===== config.mk =====
export PLATFORM = sky130hd
export DESIGN_NAME = ps2_key_decoder
export DESIGN_NICKNAME = d
export VERILOG_FILES = /design/src/rtl/tetris_pkg.sv /design/src/rtl/ps2_key_decoder_repeat_timer.sv /design/src/rtl/ps2_key_decoder.sv
export SDC_FILE = /design/constraint.sdc
export NUM_CORES = 1
export LEC_CHECK = 0
export BUFFER_PORTS_ARGS = -buffer_cell sky130_fd_sc_hd__buf_2
export CAP_MARGIN = 20
export CORE_UTILIZATION = 60
export DETAILED_ROUTE_END_ITERATION = 8
export PLACE_DENSITY = 0.81
export SLEW_MARGIN = 20
export SYNTH_ARGS = -nofsm -noshare
export SYNTH_HDL_FRONTEND = slang
export SYNTH_HIERARCHICAL = 1
export SYNTH_SLANG_ARGS = --single-unit

===== constraint.sdc =====
create_clock -name CLOCK_50 -period 9.2 [get_ports CLOCK_50]
set_clock_uncertainty 0.15 [all_clocks]
set_input_delay 1.38 -clock CLOCK_50 [delete_from_list [all_inputs] [get_ports CLOCK_50]]
set_output_delay 1.38 -clock CLOCK_50 [all_outputs]
set_load 0.005 [all_outputs]

===== src/rtl/tetris_pkg.sv =====
// Shared action indices, scancodes, prefix FSM states and decode helpers.
// No latency (types, constants and pure functions only).
// No backpressure (no state).
package tetris_pkg;

  localparam int NUM_ACT = 9;

  // Action bit indices in act_pulse / act_held
  localparam logic [3:0] ACT_START    = 4'd0;
  localparam logic [3:0] ACT_GAMEOVER = 4'd1;
  localparam logic [3:0] ACT_EASY     = 4'd2;
  localparam logic [3:0] ACT_MEDIUM   = 4'd3;
  localparam logic [3:0] ACT_HARD     = 4'd4;
  localparam logic [3:0] ACT_LEFT     = 4'd5;
  localparam logic [3:0] ACT_RIGHT    = 4'd6;
  localparam logic [3:0] ACT_DOWN     = 4'd7;
  localparam logic [3:0] ACT_ROTATE   = 4'd8;

  // Prefix bytes
  localparam logic [7:0] SC_BREAK = 8'hF0;
  localparam logic [7:0] SC_EXT   = 8'hE0;

  // Normal (single-byte) scancodes
  localparam logic [7:0] SC_START    = 8'h5A;
  localparam logic [7:0] SC_GAMEOVER = 8'h66;
  localparam logic [7:0] SC_EASY     = 8'h16;
  localparam logic [7:0] SC_MEDIUM   = 8'h1E;
  localparam logic [7:0] SC_HARD     = 8'h26;
  localparam logic [7:0] SC_LEFT     = 8'h1C;
  localparam logic [7:0] SC_RIGHT    = 8'h23;
  localparam logic [7:0] SC_DOWN     = 8'h1B;
  localparam logic [7:0] SC_ROTATE   = 8'h1D;

  // Extended (E0-prefixed) scancodes: arrow keys
  localparam logic [7:0] SC_X_LEFT   = 8'h6B;
  localparam logic [7:0] SC_X_RIGHT  = 8'h74;
  localparam logic [7:0] SC_X_DOWN   = 8'h72;
  localparam logic [7:0] SC_X_ROTATE = 8'h75;

  typedef enum logic [1:0] {
    S_IDLE = 2'd0,
    S_E0   = 2'd1,
    S_F0   = 2'd2,
    S_E0F0 = 2'd3
  } state_t;

  typedef struct packed {
    logic       hit;
    logic [3:0] idx;
  } decode_t;

  // Map a key byte (normal or extended set) to its action bit
  function automatic decode_t decode_code(input logic [7:0] code, input logic ext);
    decode_t d;
    d.hit = 1'b1;
    d.idx = ACT_START;
    if (ext) begin
      case (code)
        SC_X_LEFT:   d.idx = ACT_LEFT;
        SC_X_RIGHT:  d.idx = ACT_RIGHT;
        SC_X_DOWN:   d.idx = ACT_DOWN;
        SC_X_ROTATE: d.idx = ACT_ROTATE;
        default:     d.hit = 1'b0;
      endcase
    end else begin
      case (code)
        SC_START:    d.idx = ACT_START;
        SC_GAMEOVER: d.idx = ACT_GAMEOVER;
        SC_EASY:     d.idx = ACT_EASY;
        SC_MEDIUM:   d.idx = ACT_MEDIUM;
        SC_HARD:     d.idx = ACT_HARD;
        SC_LEFT:     d.idx = ACT_LEFT;
        SC_RIGHT:    d.idx = ACT_RIGHT;
        SC_DOWN:     d.idx = ACT_DOWN;
        SC_ROTATE:   d.idx = ACT_ROTATE;
        default:     d.hit = 1'b0;
      endcase
    end
    return d;
  endfunction

  // Only the movement keys auto-repeat
  function automatic logic is_repeatable(input logic [3:0] idx);
    return (idx == ACT_LEFT) || (idx == ACT_RIGHT) || (idx == ACT_DOWN);
  endfunction

endpackage


===== src/rtl/ps2_key_decoder_repeat_timer.sv =====
// Shared auto-repeat down-counter: first tick after a delay, then periodic ticks.
// tick is combinational from the count register; it fires in the cycle count reaches 0.
// No backpressure; load_delay and stop both suppress a coincident tick (stop wins over load).
module repeat_timer
  import tetris_pkg::*;
#(
  parameter int REPEAT_DELAY  = 15_000_000,
  parameter int REPEAT_PERIOD = 2_500_000,
  parameter int CNT_W         = 24
) (
  input  logic CLOCK_50,
  input  logic Resetn,
  input  logic load_delay,
  input  logic stop,
  output logic tick
);

  localparam logic [CNT_W-1:0] DELAY_LD  = CNT_W'(REPEAT_DELAY - 1);
  localparam logic [CNT_W-1:0] PERIOD_LD = CNT_W'(REPEAT_PERIOD - 1);

  logic             active;
  logic [CNT_W-1:0] count;

  // Terminal count, masked by a same-cycle release or a new owner taking over
  always_comb begin
    tick = active && (count == '0) && !load_delay && !stop;
  end

  // Counter: stop idles it, load arms the delay, terminal reloads the period
  always_ff @(posedge CLOCK_50 or negedge Resetn) begin
    if (!Resetn) begin
      active <= 1'b0;
      count  <= '0;
    end else if (stop) begin
      active <= 1'b0;
      count  <= '0;
    end else if (load_delay) begin
      active <= 1'b1;
      count  <= DELAY_LD;
    end else if (tick) begin
      count  <= PERIOD_LD;
    end else if (active) begin
      count  <= count - 1'b1;
    end
  end

endmodule


===== src/rtl/ps2_key_decoder.sv =====
// PS/2 scancode stream to game actions: F0/E0 prefix FSM, held-key tracking, auto-repeat.
// act_pulse/act_held/last_code are registered: visible the cycle after the accepted strobe.
// No backpressure: every ps2_key_pressed byte is consumed; flush overrides a coincident strobe.
module ps2_key_decoder
  import tetris_pkg::*;
#(
  parameter int REPEAT_DELAY  = 15_000_000,
  parameter int REPEAT_PERIOD = 2_500_000,
  parameter int CNT_W         = 24
) (
  input  logic               CLOCK_50,
  input  logic               Resetn,
  input  logic [7:0]         ps2_key_data,
  input  logic               ps2_key_pressed,
  input  logic               flush,
  output logic [NUM_ACT-1:0] act_pulse,
  output logic [NUM_ACT-1:0] act_held,
  output logic [7:0]         last_code
);

  state_t             state, state_nxt;
  logic [3:0]         owner, owner_nxt;
  logic [NUM_ACT-1:0] held_nxt;
  logic [NUM_ACT-1:0] pulse_nxt;
  logic [7:0]         last_nxt;
  logic               is_make;
  logic               is_break;
  logic               ext;
  decode_t            dec;
  logic               load_delay;
  logic               stop;
  logic               tick;

  repeat_timer #(
    .REPEAT_DELAY  (REPEAT_DELAY),
    .REPEAT_PERIOD (REPEAT_PERIOD),
    .CNT_W         (CNT_W)
  ) u_repeat_timer (
    .CLOCK_50   (CLOCK_50),
    .Resetn     (Resetn),
    .load_delay (load_delay),
    .stop       (stop),
    .tick       (tick)
  );

  // Prefix FSM, make/break decode, held/pulse/owner next-state and timer control
  always_comb begin
    state_nxt  = state;
    owner_nxt  = owner;
    held_nxt   = act_held;
    pulse_nxt  = '0;
    last_nxt   = last_code;
    is_make    = 1'b0;
    is_break   = 1'b0;
    ext        = 1'b0;
    load_delay = 1'b0;
    stop       = 1'b0;
    dec        = '0;

    // tick is already masked when a new repeatable press or an owner break lands this cycle
    if (tick) begin
      pulse_nxt[owner] = 1'b1;
    end

    if (flush) begin
      state_nxt = S_IDLE;
      held_nxt  = '0;
      pulse_nxt = '0;
      stop      = 1'b1;
    end else if (ps2_key_pressed) begin
      case (state)
        S_IDLE: begin
          if (ps2_key_data == SC_BREAK)    state_nxt = S_F0;
          else if (ps2_key_data == SC_EXT) state_nxt = S_E0;
          else                             is_make   = 1'b1;
        end
        S_E0: begin
          if (ps2_key_data == SC_BREAK) begin
            state_nxt = S_E0F0;
          end else begin
            is_make   = 1'b1;
            ext       = 1'b1;
            state_nxt = S_IDLE;
          end
        end
        S_F0: begin
          is_break  = 1'b1;
          state_nxt = S_IDLE;
        end
        S_E0F0: begin
          is_break  = 1'b1;
          ext       = 1'b1;
          state_nxt = S_IDLE;
        end
        default: state_nxt = S_IDLE;
      endcase

      dec = decode_code(ps2_key_data, ext);

      if (is_make) begin
        // A stray E0 after E0 walks the FSM but is never shown as a key code
        if ((ps2_key_data != SC_BREAK) && (ps2_key_data != SC_EXT)) begin
          last_nxt = ps2_key_data;
        end
        // Typematic re-makes of a held key are ignored; the timer owns repeats
        if (dec.hit && !act_held[dec.idx]) begin
          held_nxt[dec.idx]  = 1'b1;
          pulse_nxt[dec.idx] = 1'b1;
          if (is_repeatable(dec.idx)) begin
            load_delay = 1'b1;
            owner_nxt  = dec.idx;
          end
        end
      end else if (is_break && dec.hit) begin
        held_nxt[dec.idx] = 1'b0;
        // Releasing the owner idles the timer; other held movement keys do not inherit it
        if (dec.idx == owner) begin
          stop = 1'b1;
        end
      end
    end
  end

  // Registered state and outputs
  always_ff @(posedge CLOCK_50 or negedge Resetn) begin
    if (!Resetn) begin
      state     <= S_IDLE;
      owner     <= ACT_LEFT;
      act_held  <= '0;
      act_pulse <= '0;
      last_code <= 8'h00;
    end else begin
      state     <= state_nxt;
      owner     <= owner_nxt;
      act_held  <= held_nxt;
      act_pulse <= pulse_nxt;
      last_code <= last_nxt;
    end
  end

endmodule

==> run metrics <==
layout cells sized above 1 17.38%; Power Internal 0.4054 mW; critical path arrival 5.42 ns; fin nets 475; Worst-path clk slew 0.07 ns; Mapped Area 3821 um^2; worst setup margin 3.858 ns; vias 3763; Hold Fails Final Rpt 0; Slew Viols, Final 0; fillers 493; clock share of power 43.1%; Power Dens Cells 130.3 nW/um^2; drt drc 0; drt wl/cell 18.39 um; share of the synthesized area in the top cell type 36.02%; vias in the first global route 3442; ys async rst share 100.0%; Tightest Pin Transition 0.7132 ns; Startpoint Class primary input; top post-synthesis cells by area dfrtp_1, nand2_1, nor2_1, a31oi_1, nor3_1; status finished, final reports clean; total power 0.5461 mW; Buf+Inv Stages, Crit Path 2; register area share after synthesis 37.39%; Setup TNS Final 0 ns; P_sw 0.1407 mW; Clock Root Buffer clkbuf_8; Antenna diodes 0; DP HPWL 6.938 mm; WS Path Type primary input to register; vias per std cell 6.956; clock insertion delay at the later pin of the skew report 0.34 ns; CP Max Fanout 17; Layout area overhead 9.692%; Synth warnings 6; Rel. slew slack 51.83%; Initial DRC Count 490; largest net degree at the start of global routing 58; flop2flop setup slack 4.68 ns; site row count 28; post-synthesis sequential element count 57; post-synth top area cell dfrtp_1; post-CTS setup repair buffer count 0; Peak VDD IR 105.3 uV; count leader, synth dfrtp_1; minimum clock period 5.342 ns; Sink Count 57; Core Box Area 6026 um^2; Fmax achieved 187.2 MHz; Core Util, Final 69.56%; Final Wtd Congestion 0.9491; DRT Wirelength 9.950 mm; RSZ-0062 raised after global routing false; CTS buffer count 9; initial antenna violation count 0; CTS tree done; Commonest cells post-synth dfrtp_1, nand2_1, nor2_1; part of the power in registers 47.4%; Gate power share 9.5%; crit end category register; Switching Fraction 25.77%; worst slack at placement 3.666 ns; Post-synth EDFFs 0; port buffer count 37; Final ANT Viol Nets 0; DIE HEIGHT 81.81 um; drt first pass iters 6; # IOs 38; Initial Utilization 63.41%; critical path's top delay family simple AND/OR/NAND/NOR gates; max-cap viol count 0; Mapped Avg Cell Area 8.764 um^2; Post-CTS Hold Buffers 0; Req. time, crit path 9.28 ns; DIE WIDTH 81.81 um; Clock Path Buffers 2; syn_nets 450; Max stage delay on crit path 0.59 ns; Cell variety after synth 76; H-Tree Depth 3; Leak Pwr 1.835 nW; GRT overflow 0; Hold WC Path Type register to register; Tot GR Track Use 31.97%; crit share post-route 58.06%; crit-path cells buf_2 > nand4bb_1 > o41a_1 > a221oi_2 > o21ai_1 > o311ai_2 > nand4b_4 > nor2_1 > buf_4 > or2_2 > nor3_1 > and4_1 > nor4_1 > a311o_1; top_reg_cell synth dfrtp_1; Gates resized, CTS repair 0; Slowest-stage cell, CP and4_1; Synth Instances 436; first-pass GRT wire length 16.28 mm; Die Area 6692 um^2; Setup Viol. Count Final 0
power by group through the flow:
| stage | clock, mW | sequential (mW) | combinational (mW) |
|---|---|---|---|
| finish | 0.235 | 0.259 | 0.0521 |
| global route | 0.248 | 0.259 | 0.0576 |
| CTS | 0.239 | 0.259 | 0.0516 |
| detailed placement | 0 | 0.263 | 0.0514 |
| global placement | 0 | 0.263 | 0.0504 |
| floorplan | 0 | 0.264 | 0.0312 |
cells in the final DEF (no fill, tap or decap), types with 10 or more instances in the layout:
cell type	instances
buf_2	37
nor2b_1	10
nand2_1	53
nor4_1	11
dfrtp_1	55
clkbuf_8	10
inv_1	15
a31oi_1	15
nand4_1	12
nor3_1	17
a21oi_1	15
nand3_1	12
nor2_1	32
or3_1	10
through the flow:
stage	cells	area, um^2	hold slack (ns)
after floorplan	436	3821	0.2878
after global placement	525	3995	0.3089
after detailed placement	525	3995	0.3081
after CTS	541	4192	0.3328
after global routing	541	4192	0.3462
final	541	4192	0.3310
worst paths after layout:
kind                                          start                              endpoint  depth (start not counted)
max                                 ps2_key_data[1]  u_repeat_timer/count[23]$_DFFE_PN0P_                         14
min                        last_code[0]$_DFFE_PN0P_              last_code[0]$_DFFE_PN0P_                          2
max reg2reg                    state[0]$_DFFE_PN0P_  u_repeat_timer/count[23]$_DFFE_PN0P_                         12
min reg2reg                last_code[0]$_DFFE_PN0P_              last_code[0]$_DFFE_PN0P_                          2
max in group asynchronous                    Resetn  u_repeat_timer/count[22]$_DFFE_PN0P_                          2
min in group asynchronous                    Resetn                act_pulse[6]$_DFF_PN0_                          2
kinds of logic after synthesis:
family | after synthesis | synth area share (%)
simple gates | 221 | 33.86
compound gates | 103 | 20.40
flops | 57 | 37.39
buf+inv | 42 | 4.911
xor+xnor | 6 | 1.375
mux | 5 | 1.408
fa+ha+maj | 2 | 0.6548
final cells by class:
type	instances	area, um^2	share of cell area (%)
clock buffer	11	141.4	3.373
tap	75	93.84	2.239
inverter	16	60.06	1.433
timing repair buffer	40	207.7	4.955
clock inverter	5	55.05	1.313
sequential	57	1429	34.09
multi-input combinational	337	2205	52.60
sequential cells by signal (all words and copies together), names as in the netlist:
name                   cells
u_repeat_timer/active      1
state                      2
last_code                  8
act_pulse                  9
act_held                   9
owner                      4
u_repeat_timer/count      24
routing by layer:
metal	track usage, %	routed length [um]	vias up
met3	4.778	847	25
met5	0	0	-
met1	46.20	4466	1808
li1	-	-	1724
met2	47.93	4429	206
met4	11.93	207	0
tightest hold or removal path: stages (launching register included):
cell and delay (ns):
dfrtp_1 0.35, nand2_1 0.05, nand2_1 0.05
No activity file was read; power rests on OpenSTA's default activity.
